--- src/rtl/bitbakery_serial_rx_frame.sv ---
// Receiver for the BitBakery 133-byte 8E1 game-state frame.
// A bit-level FSM turns the serial line into byte events; a frame-level FSM
// assembles those bytes into shadow buffers and publishes them to the
// outputs only after the whole frame (start, payload, end marker) is good.
module bitbakery_serial_rx_frame #(
    parameter int CLKS_PER_BIT = 434,
    parameter int TIMEOUT_BITS = 20
) (
    input  logic         clock,
    input  logic         reset,
    input  logic         entrada_serial,
    output logic [7:0]   D0,
    output logic [7:0]   D1,
    output logic [7:0]   D2,
    output logic [511:0] map_obstacles,
    output logic [511:0] map_objectives,
    output logic         frame_valid,
    output logic         frame_error,
    output logic         busy,
    output logic [3:0]   db_estado
);

    localparam int HALF_BIT       = CLKS_PER_BIT / 2;
    localparam int CNT_W          = $clog2(CLKS_PER_BIT + 1);
    localparam int TIMEOUT_CYCLES = TIMEOUT_BITS * CLKS_PER_BIT;
    localparam int IDLE_W         = $clog2(TIMEOUT_CYCLES + 1);

    localparam logic [CNT_W-1:0]  BIT_LAST   = CNT_W'(CLKS_PER_BIT - 1);
    localparam logic [CNT_W-1:0]  HALF_LAST  = CNT_W'(HALF_BIT - 1);
    localparam logic [IDLE_W-1:0] IDLE_LIMIT = IDLE_W'(TIMEOUT_CYCLES);

    localparam logic [7:0] START_BYTE = 8'hFF;
    localparam logic [7:0] END_BYTE   = 8'hFE;
    localparam logic [7:0] LAST_IDX   = 8'd131;

    typedef enum logic [2:0] {
        B_IDLE,
        B_START,
        B_DATA,
        B_PARITY,
        B_STOP
    } bit_state_t;

    typedef enum logic [1:0] {
        F_WAIT_START,
        F_RECV,
        F_CHECK_END
    } frame_state_t;

    // ------------------------------------------------------------------
    // Input synchronizer
    // ------------------------------------------------------------------
    logic sync_meta;
    logic rx;

    // Two-flop synchronizer; the line idles high, so reset loads ones.
    always_ff @(posedge clock) begin
        // NOTE: sequential state always uses <=, so every flop samples the
        // pre-edge value of its neighbours and the order of statements is irrelevant.
        if (reset) begin
            sync_meta <= 1'b1;
            rx        <= 1'b1;
        end else begin
            sync_meta <= entrada_serial;
            rx        <= sync_meta;
        end
    end

    // ------------------------------------------------------------------
    // Bit-level FSM
    // ------------------------------------------------------------------
    bit_state_t       bit_state;
    bit_state_t       bit_next;
    logic [CNT_W-1:0] bit_cnt;
    logic [2:0]       data_idx;
    logic [7:0]       byte_data;
    logic             par_err;
    logic             sample;
    logic             start_edge;
    logic             byte_done;
    logic             byte_err;

    // Bit FSM next state and the mid-bit sample strobe.
    always_comb begin
        // NOTE: every variable gets a default before the case, so no path
        // leaves one unassigned and no latch is inferred.
        bit_next   = bit_state;
        sample     = 1'b0;
        start_edge = 1'b0;
        case (bit_state)
            B_IDLE: begin
                if (!rx) begin
                    bit_next   = B_START;
                    start_edge = 1'b1;
                end
            end
            B_START: begin
                if (bit_cnt == HALF_LAST) begin
                    sample   = 1'b1;
                    bit_next = rx ? B_IDLE : B_DATA;
                end
            end
            B_DATA: begin
                if (bit_cnt == BIT_LAST) begin
                    sample = 1'b1;
                    if (data_idx == 3'd7) begin
                        bit_next = B_PARITY;
                    end
                end
            end
            B_PARITY: begin
                if (bit_cnt == BIT_LAST) begin
                    sample   = 1'b1;
                    bit_next = B_STOP;
                end
            end
            B_STOP: begin
                if (bit_cnt == BIT_LAST) begin
                    sample   = 1'b1;
                    bit_next = B_IDLE;
                end
            end
            default: bit_next = B_IDLE;
        endcase
    end

    // Bit FSM state, bit timer, data capture and one-cycle byte events.
    always_ff @(posedge clock) begin
        if (reset) begin
            bit_state <= B_IDLE;
            bit_cnt   <= '0;
            data_idx  <= '0;
            byte_data <= '0;
            par_err   <= 1'b0;
            byte_done <= 1'b0;
            byte_err  <= 1'b0;
        end else begin
            bit_state <= bit_next;
            byte_done <= 1'b0;
            byte_err  <= 1'b0;
            if (bit_state == B_IDLE || sample) begin
                bit_cnt <= '0;
            end else begin
                bit_cnt <= bit_cnt + 1'b1;
            end
            if (sample) begin
                case (bit_state)
                    B_START:  data_idx <= '0;
                    B_DATA: begin
                        byte_data[data_idx] <= rx;
                        data_idx            <= data_idx + 1'b1;
                    end
                    B_PARITY: par_err <= (^byte_data) ^ rx;
                    B_STOP: begin
                        byte_done <= rx & ~par_err;
                        byte_err  <= ~rx | par_err;
                    end
                    default: ;
                endcase
            end
        end
    end

    // ------------------------------------------------------------------
    // Frame-level FSM
    // ------------------------------------------------------------------
    frame_state_t      frame_state;
    frame_state_t      frame_next;
    logic [7:0]        byte_idx;
    logic [IDLE_W-1:0] idle_cnt;
    logic              timeout;
    logic              store;
    logic              commit;
    logic              abort;
    logic [7:0]        sh_d0;
    logic [7:0]        sh_d1;
    logic [7:0]        sh_d2;
    logic [511:0]      sh_obs;
    logic [511:0]      sh_obj;
    logic [5:0]        obs_slot;
    logic [5:0]        obj_slot;
    logic [8:0]        obs_off;
    logic [8:0]        obj_off;

    assign timeout  = (idle_cnt == IDLE_LIMIT);
    assign obs_slot = 6'(byte_idx - 8'd4);
    assign obj_slot = 6'(byte_idx - 8'd68);
    assign obs_off  = {obs_slot, 3'b000};
    assign obj_off  = {obj_slot, 3'b000};
    assign busy      = (frame_state != F_WAIT_START);
    assign db_estado = {2'b00, frame_state};

    // Frame FSM next state plus store / commit / abort decisions.
    always_comb begin
        frame_next = frame_state;
        store      = 1'b0;
        commit     = 1'b0;
        abort      = 1'b0;
        case (frame_state)
            F_WAIT_START: begin
                if (byte_done && byte_data == START_BYTE) begin
                    frame_next = F_RECV;
                end
            end
            F_RECV: begin
                if (byte_err || timeout) begin
                    abort      = 1'b1;
                    frame_next = F_WAIT_START;
                end else if (byte_done) begin
                    store = 1'b1;
                    if (byte_idx == LAST_IDX) begin
                        frame_next = F_CHECK_END;
                    end
                end
            end
            F_CHECK_END: begin
                if (byte_err || timeout) begin
                    abort      = 1'b1;
                    frame_next = F_WAIT_START;
                end else if (byte_done) begin
                    frame_next = F_WAIT_START;
                    if (byte_data == END_BYTE) begin
                        commit = 1'b1;
                    end else begin
                        abort = 1'b1;
                    end
                end
            end
            default: frame_next = F_WAIT_START;
        endcase
    end

    // Frame state, byte index, shadow buffers and atomic publish of outputs.
    always_ff @(posedge clock) begin
        // NOTE: the shadow buffers are ordinary flops rather than a RAM, so
        // they take the synchronous reset like the rest of the state.
        if (reset) begin
            frame_state    <= F_WAIT_START;
            byte_idx       <= '0;
            sh_d0          <= '0;
            sh_d1          <= '0;
            sh_d2          <= '0;
            sh_obs         <= '0;
            sh_obj         <= '0;
            D0             <= '0;
            D1             <= '0;
            D2             <= '0;
            map_obstacles  <= '0;
            map_objectives <= '0;
            frame_valid    <= 1'b0;
            frame_error    <= 1'b0;
        end else begin
            frame_state <= frame_next;
            frame_valid <= commit;
            frame_error <= abort;
            if (frame_state == F_WAIT_START && frame_next == F_RECV) begin
                byte_idx <= 8'd1;
            end else if (store) begin
                byte_idx <= byte_idx + 1'b1;
            end
            if (store) begin
                if (byte_idx == 8'd1) begin
                    sh_d0 <= byte_data;
                end else if (byte_idx == 8'd2) begin
                    sh_d1 <= byte_data;
                end else if (byte_idx == 8'd3) begin
                    sh_d2 <= byte_data;
                end else if (byte_idx < 8'd68) begin
                    sh_obs[obs_off +: 8] <= byte_data;
                end else begin
                    sh_obj[obj_off +: 8] <= byte_data;
                end
            end
            if (commit) begin
                D0             <= sh_d0;
                D1             <= sh_d1;
                D2             <= sh_d2;
                map_obstacles  <= sh_obs;
                map_objectives <= sh_obj;
            end
        end
    end

    // Inter-byte idle timer: counts line-idle cycles inside a frame only.
    always_ff @(posedge clock) begin
        if (reset) begin
            idle_cnt <= '0;
        end else if (frame_state == F_WAIT_START || start_edge) begin
            idle_cnt <= '0;
        end else if (bit_state == B_IDLE && !timeout) begin
            idle_cnt <= idle_cnt + 1'b1;
        end
    end

endmodule

--- config.mk ---
export PLATFORM = sky130hd
export DESIGN_NAME = bitbakery_serial_rx_frame
export DESIGN_NICKNAME = d
export VERILOG_FILES = /design/src/rtl/bitbakery_serial_rx_frame.sv
export SDC_FILE = /design/constraint.sdc
export NUM_CORES = 2
export LEC_CHECK = 0
export CAP_MARGIN = 20
export CORE_MARGIN = 2
export CORE_UTILIZATION = 37
export DETAILED_ROUTE_END_ITERATION = 12
export DONT_BUFFER_PORTS = 1
export SLEW_MARGIN = 20
export SYNTH_ARGS = -nofsm -noshare
export SYNTH_HDL_FRONTEND = slang
export SYNTH_SLANG_ARGS = --single-unit
--- constraint.sdc ---
create_clock -name clock -period 3.57 [get_ports clock]
set_input_delay 0.714 -clock clock [delete_from_list [all_inputs] [get_ports clock]]
set_output_delay 0.714 -clock clock [all_outputs]
set_load 0.02 [all_outputs]
## Word level (Yosys, flattened, before mapping)

Index checks and enable logic that the tools add are counted.

| storage, ports and cells | value |
|---|---|
| output and inout bits | 1055 |
| input bits | 3 |
| flip-flop bits (word level) | 2150 |
| logic and storage cells | 142 |

| operators by class | value |
|---|---|
| add/subtract/negate cells | 8 |
| eq/ne operators | 23 |
| muxes and demuxes | 40 |
| reduce and logical (&&, ||, !) cells | 28 |
| bitwise gates (word level) | 11 |
| shift operators | 4 |
| magnitude comparators | 3 |

Operators with widths:

| operator | number |
|---|---|
| $bwmux W512 | 2 |
| $shift A8 B11 Y512 const A | 2 |
| $shiftx A8 B11 Y512 | 2 |
| $eq A8 B8 Y1 const B | 3 |
| $neg A9 Y11 | 2 |
| $mux W1 | 18 |
| $mux W3 | 6 |
| $eq A8 B2 Y1 const B | 2 |
| $pmux W3 S5 | 1 |
| $add A14 B1 Y14 const B | 1 |
| $eq A14 B14 Y1 const B | 1 |
| $mux W2 | 7 |
| $ne A2 B2 Y1 const B | 6 |
| $sub A6 B3 Y6 const B | 2 |
| $reduce_and A5 Y1 | 2 |
| $add A9 B1 Y9 const B | 1 |
| $eq A9 B8 Y1 const B | 1 |
| $eq A9 B9 Y1 const B | 1 |
| $add A8 B1 Y8 const B | 1 |
| $bwmux W8 | 1 |
| $eq A8 B1 Y1 const B | 1 |
| $lt A8 B7 Y1 const B | 1 |
| $not A1 Y1 | 8 |
| $reduce_and A2 Y1 | 4 |
| 27 further kinds | 41 |

## Longest topological paths before layout

| logic depth | value |
|---|---|
| depth after elaboration | 8 |
| depth in mapped cells | 15 |
| mapped depth without buffers | 7 |

## Worst setup path before layout

Ideal clock, no wire load.

| timing path | value |
|---|---|
| path type | reg-to-reg |
| start point | register byte_idx[0] |
| end point | register sh_obs[80] |
| required time | 3.438 ns |
| library setup time | 0.132 ns |
| arrival time | 3.614 ns |
| cell stages (with the launch flop) | 14 |
| slack | -0.176 ns |
| clock period less this slack | 3.746 ns |
| cells stage by stage | dfxtp_1 -> buf_4 -> buf_2 -> clkbuf_1 -> clkbuf_1 -> inv_1 -> ha_1 -> clkbuf_1 -> inv_1 -> a2111oi_4 -> nand3_2 -> or4_1 -> buf_2 -> mux2i_1 |

| on the way | value |
|---|---|
| longest elaborated chain between the ends | 4 |

Ends and longest elaborated chain:

| what | line | RTL |
|---|---|---|
| from (decl) | 169 | `logic [7:0] byte_idx;` |
| from (signal assigned) | 259 | `byte_idx <= byte_idx + 1'b1;` |
| $sub A6 B3 Y6 | 186 | `assign obs_slot = 6'(byte_idx - 8'd4);` |
| $neg A9 Y11 | 269 | `sh_obs[obs_off +: 8] <= byte_data;` |
| $shiftx A8 B11 Y512 / $shift A8 B11 Y512 (equally long branches) | 269 |  |
| $bwmux W512 | 269 |  |
| to (signal, indexed assignment) | 269 |  |
| to (decl) | 178 | `logic [511:0] sh_obs;` |

Several ways; a longest one is shown, not always the timed one.
A chain may end at the register's enable or synchronous reset.

## Worst setup path after layout

| timing path | value |
|---|---|
| start point | register byte_idx[3] |
| end point | register sh_obj[190] |

| on the way | value |
|---|---|
| longest elaborated chain between the ends | 4 |

Ends and longest elaborated chain:

| what | line | RTL |
|---|---|---|
| $sub A6 B3 Y6 | 187 | `assign obj_slot = 6'(byte_idx - 8'd68);` |
| $neg A9 Y11 | 271 | `sh_obj[obj_off +: 8] <= byte_data;` |
| $shiftx A8 B11 Y512 / $shift A8 B11 Y512 (equally long branches) | 271 |  |
| $bwmux W512 | 271 |  |
| to (signal, indexed assignment) | 271 |  |
| to (decl) | 179 | `logic [511:0] sh_obj;` |

Several ways; a longest one is shown, not always the timed one.

==> impl_metrics.prom <==
# TYPE chip_impl_metric gauge
chip_impl_info{name="crit-reg2reg-capture",value="sh_obj[190]"} 1
chip_impl_info{name="run_status",value="finished, violations left"} 1
chip_impl_metric{name="clkTransAtPathRegs",unit="ns"} 0.06
chip_impl_metric{name="pin_count_of_the_biggest_net_entering_global_routing",unit=""} 1113
chip_impl_info{name="grt_setup_unrepaired",value="yes"} 1
chip_impl_metric{name="post_synth_inst_count",unit=""} 8933
chip_impl_info{name="hold_path_class",value="primary input to flip-flop"} 1
chip_impl_metric{name="async_flop_share",unit=""} 0
chip_impl_metric{name="netlist.area_leader.share",unit=""} 0.5430
chip_impl_metric{name="grtUsageMet3",unit=""} 0.1021
chip_impl_metric{name="hold_path_depth",unit=""} 2
chip_impl_metric{name="timing.max_slew.rel_slack",unit=""} -0.2858
chip_impl_metric{name="share_of_the_clock_period_used_by_the_worst_path",unit=""} 0.9851
chip_impl_metric{name="drv_slew",unit=""} 247
chip_impl_info{name="synth_area_leaders",value="dfxtp_1 54%, nand2_1 15%, mux2i_1 12%"} 1
chip_impl_metric{name="fillCellCount",unit=""} 20710
chip_impl_metric{name="grt_antenna_before_repair",unit=""} 6
chip_impl_metric{name="cap_viol_max_count",unit=""} 0
chip_impl_metric{name="hold_ws",unit="ns"} 0.2379
chip_impl_metric{name="netlist_area",unit="µm²"} 79260
chip_impl_metric{name="grt_pass1_vias",unit=""} 60170
chip_impl_metric{name="fraction_of_met2_tracks_used_by_global_routing",unit=""} 0.4318
chip_impl_info{name="crit_path_top_delay_cell",value="a32oi_2"} 1
chip_impl_metric{name="area_growth_syn_to_layout",unit="%"} 15.29
chip_impl_metric{name="detailed_place_hpwl",unit="µm"} 216100
chip_impl_metric{name="syn-mean-instance-area",unit="µm²"} 8.873
chip_impl_metric{name="synth.ff_latch_count",unit=""} 2150
chip_impl_metric{name="drive_gt1_frac",unit=""} 0.09749
chip_impl_info{name="gr-max-usage-layer",value="met2"} 1
chip_impl_metric{name="worst-r2r-setup-slack",unit="ns"} 0.05
chip_impl_metric{name="power_frac_comb",unit=""} 0.010
chip_impl_metric{name="synth-edff-count",unit=""} 0
chip_impl_metric{name="fp.dieArea",unit="µm²"} 217900
chip_impl_metric{name="globalRoute.totalOverflow",unit=""} 0
chip_impl_metric{name="finalSetupViolations",unit=""} 0
chip_impl_info{name="crit_type",value="flip-flop to flip-flop"} 1
chip_impl_metric{name="netSwitchingPower",unit="mW"} 10.60
chip_impl_metric{name="cts_max_path_buffers",unit=""} 3
chip_impl_metric{name="worst_margin_slew",unit="ns"} 1.929
chip_impl_metric{name="detail_route.wl_per_cell",unit="µm"} 25.87
chip_impl_info{name="cts.root.buffer_cell",value="clkbuf_16"} 1
chip_impl_info{name="synth_ff_type",value="dfxtp_1"} 1
chip_impl_info{name="synth_largest_area_cell",value="dfxtp_1"} 1
chip_impl_info{name="cts_tree",value="built"} 1
chip_impl_info{name="yosys.cell_count.top_type",value="nand2_1"} 1
chip_impl_metric{name="worst_ep_arrival_time",unit="ns"} 4.28
chip_impl_metric{name="worst_skew_pair.late_latency",unit="ns"} 0.88
chip_impl_metric{name="synth_seq_area_share",unit=""} 0.5430
chip_impl_metric{name="vdd_ir_drop_max",unit="µV"} 518.9
chip_impl_metric{name="synth_cell_type_count",unit=""} 90
chip_impl_metric{name="finalWeightedCongestion",unit=""} 0.9115
chip_impl_metric{name="firstDrtPassIters",unit=""} 6
chip_impl_metric{name="wire_length_of_the_first_global_routing_pass",unit="µm"} 429100
chip_impl_info{name="worst_hold_startpoint",value="reset"} 1
chip_impl_metric{name="pwr-share-seq",unit=""} 0.489
chip_impl_metric{name="period_minus_slack",unit="ns"} 3.517
chip_impl_info{name="min_delay_worst_endpoint",value="map_obstacles[469]"} 1
chip_impl_metric{name="cp.required",unit="ns"} 4.33
chip_impl_info{name="crit_chain",value="inv_1, ha_1, xnor2_2, a21oi_1, buf_4, a32oi_2, or3_1, mux2i_1"} 1
chip_impl_metric{name="cts-htree-levels",unit=""} 4
chip_impl_metric{name="p_leak",unit="nW"} 33.63
chip_impl_metric{name="finClkSkew",unit="ns"} 0.05779
chip_impl_metric{name="final_setup_slack_of_the_worst_path",unit="ns"} 0.05307
chip_impl_metric{name="fmax",unit="GHz"} 0.2843
chip_impl_metric{name="yosys_warnings",unit=""} 0
chip_impl_metric{name="drt-initial-drc-count",unit=""} 4501
chip_impl_metric{name="swShare",unit=""} 0.2160
chip_impl_metric{name="reg2reg_depth",unit=""} 8
chip_impl_metric{name="ioPinCount",unit=""} 1058
chip_impl_metric{name="met1_usage",unit=""} 0.3114
chip_impl_metric{name="design.core.area",unit="µm²"} 212500
chip_impl_metric{name="chipHeight",unit="µm"} 466.9
chip_impl_info{name="violations",value="max-slew violations"} 1
chip_impl_metric{name="std_cell_rows",unit=""} 169
chip_impl_info{name="crit-reg2reg-launch",value="byte_idx[3]"} 1
chip_impl_metric{name="power.clock.fraction",unit=""} 0.501
chip_impl_metric{name="tritoncts.num_buffers",unit=""} 223
chip_impl_metric{name="finalWirelength",unit="µm"} 305200
chip_impl_metric{name="ant_nets",unit=""} 0
chip_impl_metric{name="cts_num_sinks",unit=""} 2150
chip_impl_info{name="startpoint_class",value="flip-flop"} 1
chip_impl_metric{name="initial_utilization",unit=""} 0.3730
chip_impl_metric{name="drc_errors",unit=""} 0
chip_impl_metric{name="gr-usage-all-layers",unit=""} 0.2678
chip_impl_info{name="post_synth_most_frequent_cells",value="3166 x nand2_1, 2150 x dfxtp_1, 1133 x a21oi_1, 962 x mux2i_1, 589 x clkbuf_1"} 1
chip_impl_metric{name="final_util",unit=""} 0.4300
chip_impl_metric{name="vias_per_cell",unit=""} 5.277
chip_impl_metric{name="timing.critical_path.slowest_cell_delay",unit="ns"} 0.77
chip_impl_metric{name="numPortBuffers",unit=""} 0
chip_impl_metric{name="place_ws",unit="ns"} 0.1125
chip_impl_metric{name="fp.dieW",unit="µm"} 466.9
chip_impl_metric{name="timing.final.hold_violations",unit=""} 0
chip_impl_metric{name="final_net_count",unit=""} 8816
chip_impl_metric{name="internal_power",unit="mW"} 38.48
chip_impl_metric{name="power-per-cell-area",unit="nW/µm²"} 537.0
chip_impl_metric{name="via_count",unit=""} 62270
chip_impl_info{name="worstSetupEndpointType",value="flip-flop"} 1
chip_impl_metric{name="crit_path_max_fanout",unit=""} 9
## cell usage in the layout (no fill, tap or decap), drive strengths merged, types with 17 or more instances in the layout
cell and instances:
nor4 51, mux2i 962, inv 35, clkbuf 317
nand3 120, or4 21, nand2 3169, ha 23
a31o 17, buf 312, nor3 65, xnor2 22
clkinv 44, or3 29, o31ai 50, o21ai 28
bufinv 27, nand4 112, dfxtp 2150, nor2 131
a21oi 1136
## sequential cells by signal (all words and copies together) (netlist names), 9 cells and up
signal / count
sh_obs: 512
bit_cnt: 9
map_objectives: 512
map_obstacles: 512
sh_obj: 512
idle_cnt: 14
## power by group through the flow
| stage | clock [mW] | sequential, mW | combinational (mW) |
|---|---|---|---|
| 5_1_grt | 26.0 | 24.0 | 0.515 |
| 3_5_place_dp | 0 | 24.5 | 0.235 |
| 3_3_place_gp | 0 | 24.5 | 0.231 |
| 4_1_cts | 25.1 | 24.0 | 0.255 |
| 6_report | 24.6 | 24.0 | 0.479 |
| 2_1_floorplan | 0 | 24.5 | 0.343 |
## final cells by class
cell class	instances	area, µm²	share of cell area
inverters	25	101.3	0.001109
multi-input cells	6077	33780	0.3697
flip-flops and latches	2150	43040	0.4710
diodes	4	10.01	0.0001095
clock inverters	93	1460	0.01598
repair buffers	313	3093	0.03385
well taps	2821	3530	0.03862
clock buffers	317	6366	0.06966
## through the flow
| stage | setup TNS [ns] | instance area [µm²] | cells | power [mW] |
|---|---|---|---|---|
| 6_report | 0 | 91390 | 11800 | 49.08 |
| 5_1_grt | -0.4020 | 91380 | 11800 | 50.50 |
| 4_1_cts | 0 | 91080 | 11780 | 49.30 |
| 3_5_place_dp | 0 | 83220 | 11370 | 24.76 |
| 3_3_place_gp | 0 | 83220 | 11370 | 24.76 |
| 2_1_floorplan | 0 | 79270 | 8934 | 24.87 |
## layer usage
layer  share of wire  vias to the layer above  wire, µm
met3            0.10                      491     30550
li1                -                    29360         -
met2            0.46                     2163    139600
met5               0                        -         0
met4           0.050                        0     15200
met1            0.39                    30260    119800
## critical path: cells and delay by family, from the launching register on
family,cells,cell delay (ns)
muxes,1,0.25
and+or+nand+nor,1,0.62
xor gates and xnor gates,1,0.59
adders and majority gates,1,0.26
DFF,1,0.48
buffers and inverters,2,0.31
AOI/OAI and AO/OA,2,0.86
## how the worst max path moves through the flow
stage	start	to	slack, ns	depth (start not counted)
final	byte_idx[3]	sh_obj[190]	0.05	8
after global routing	byte_idx[3]	sh_obj[188]	-0.08	8
after CTS	byte_idx[3]	sh_obj[189]	0.06	8
after detailed placement	byte_idx[3]	sh_obj[188]	0.11	8
after global placement	byte_idx[3]	sh_obs[71]	0.16	8
after floorplan	byte_idx[0]	sh_obs[360]	0.06	13
## what timing repair did
action | in CTS | in global routing
hold endpoints to repair | 86 | 83
resized for setup | 0 | 5
setup endpoints to repair | 0 | 60
hold buffers | 2 | 1
setup buffers | 0 | 6
## cell families (layout without fill, tap and decap cells)
family / after synthesis / count (layout) / synth area share
flops: 2150 / 2150 / 0.5430
buf+inv: 707 / 748 / 0.03542
mux: 970 / 970 / 0.1226
xor+xnor: 33 / 33 / 0.004546
simple gates: 3768 / 3768 / 0.2034
compound gates: 1281 / 1281 / 0.08729
other cells: 1 / 6 / 0.00004731
fa+ha+maj: 23 / 23 / 0.003631
Power figures use the tool's default switching activity.
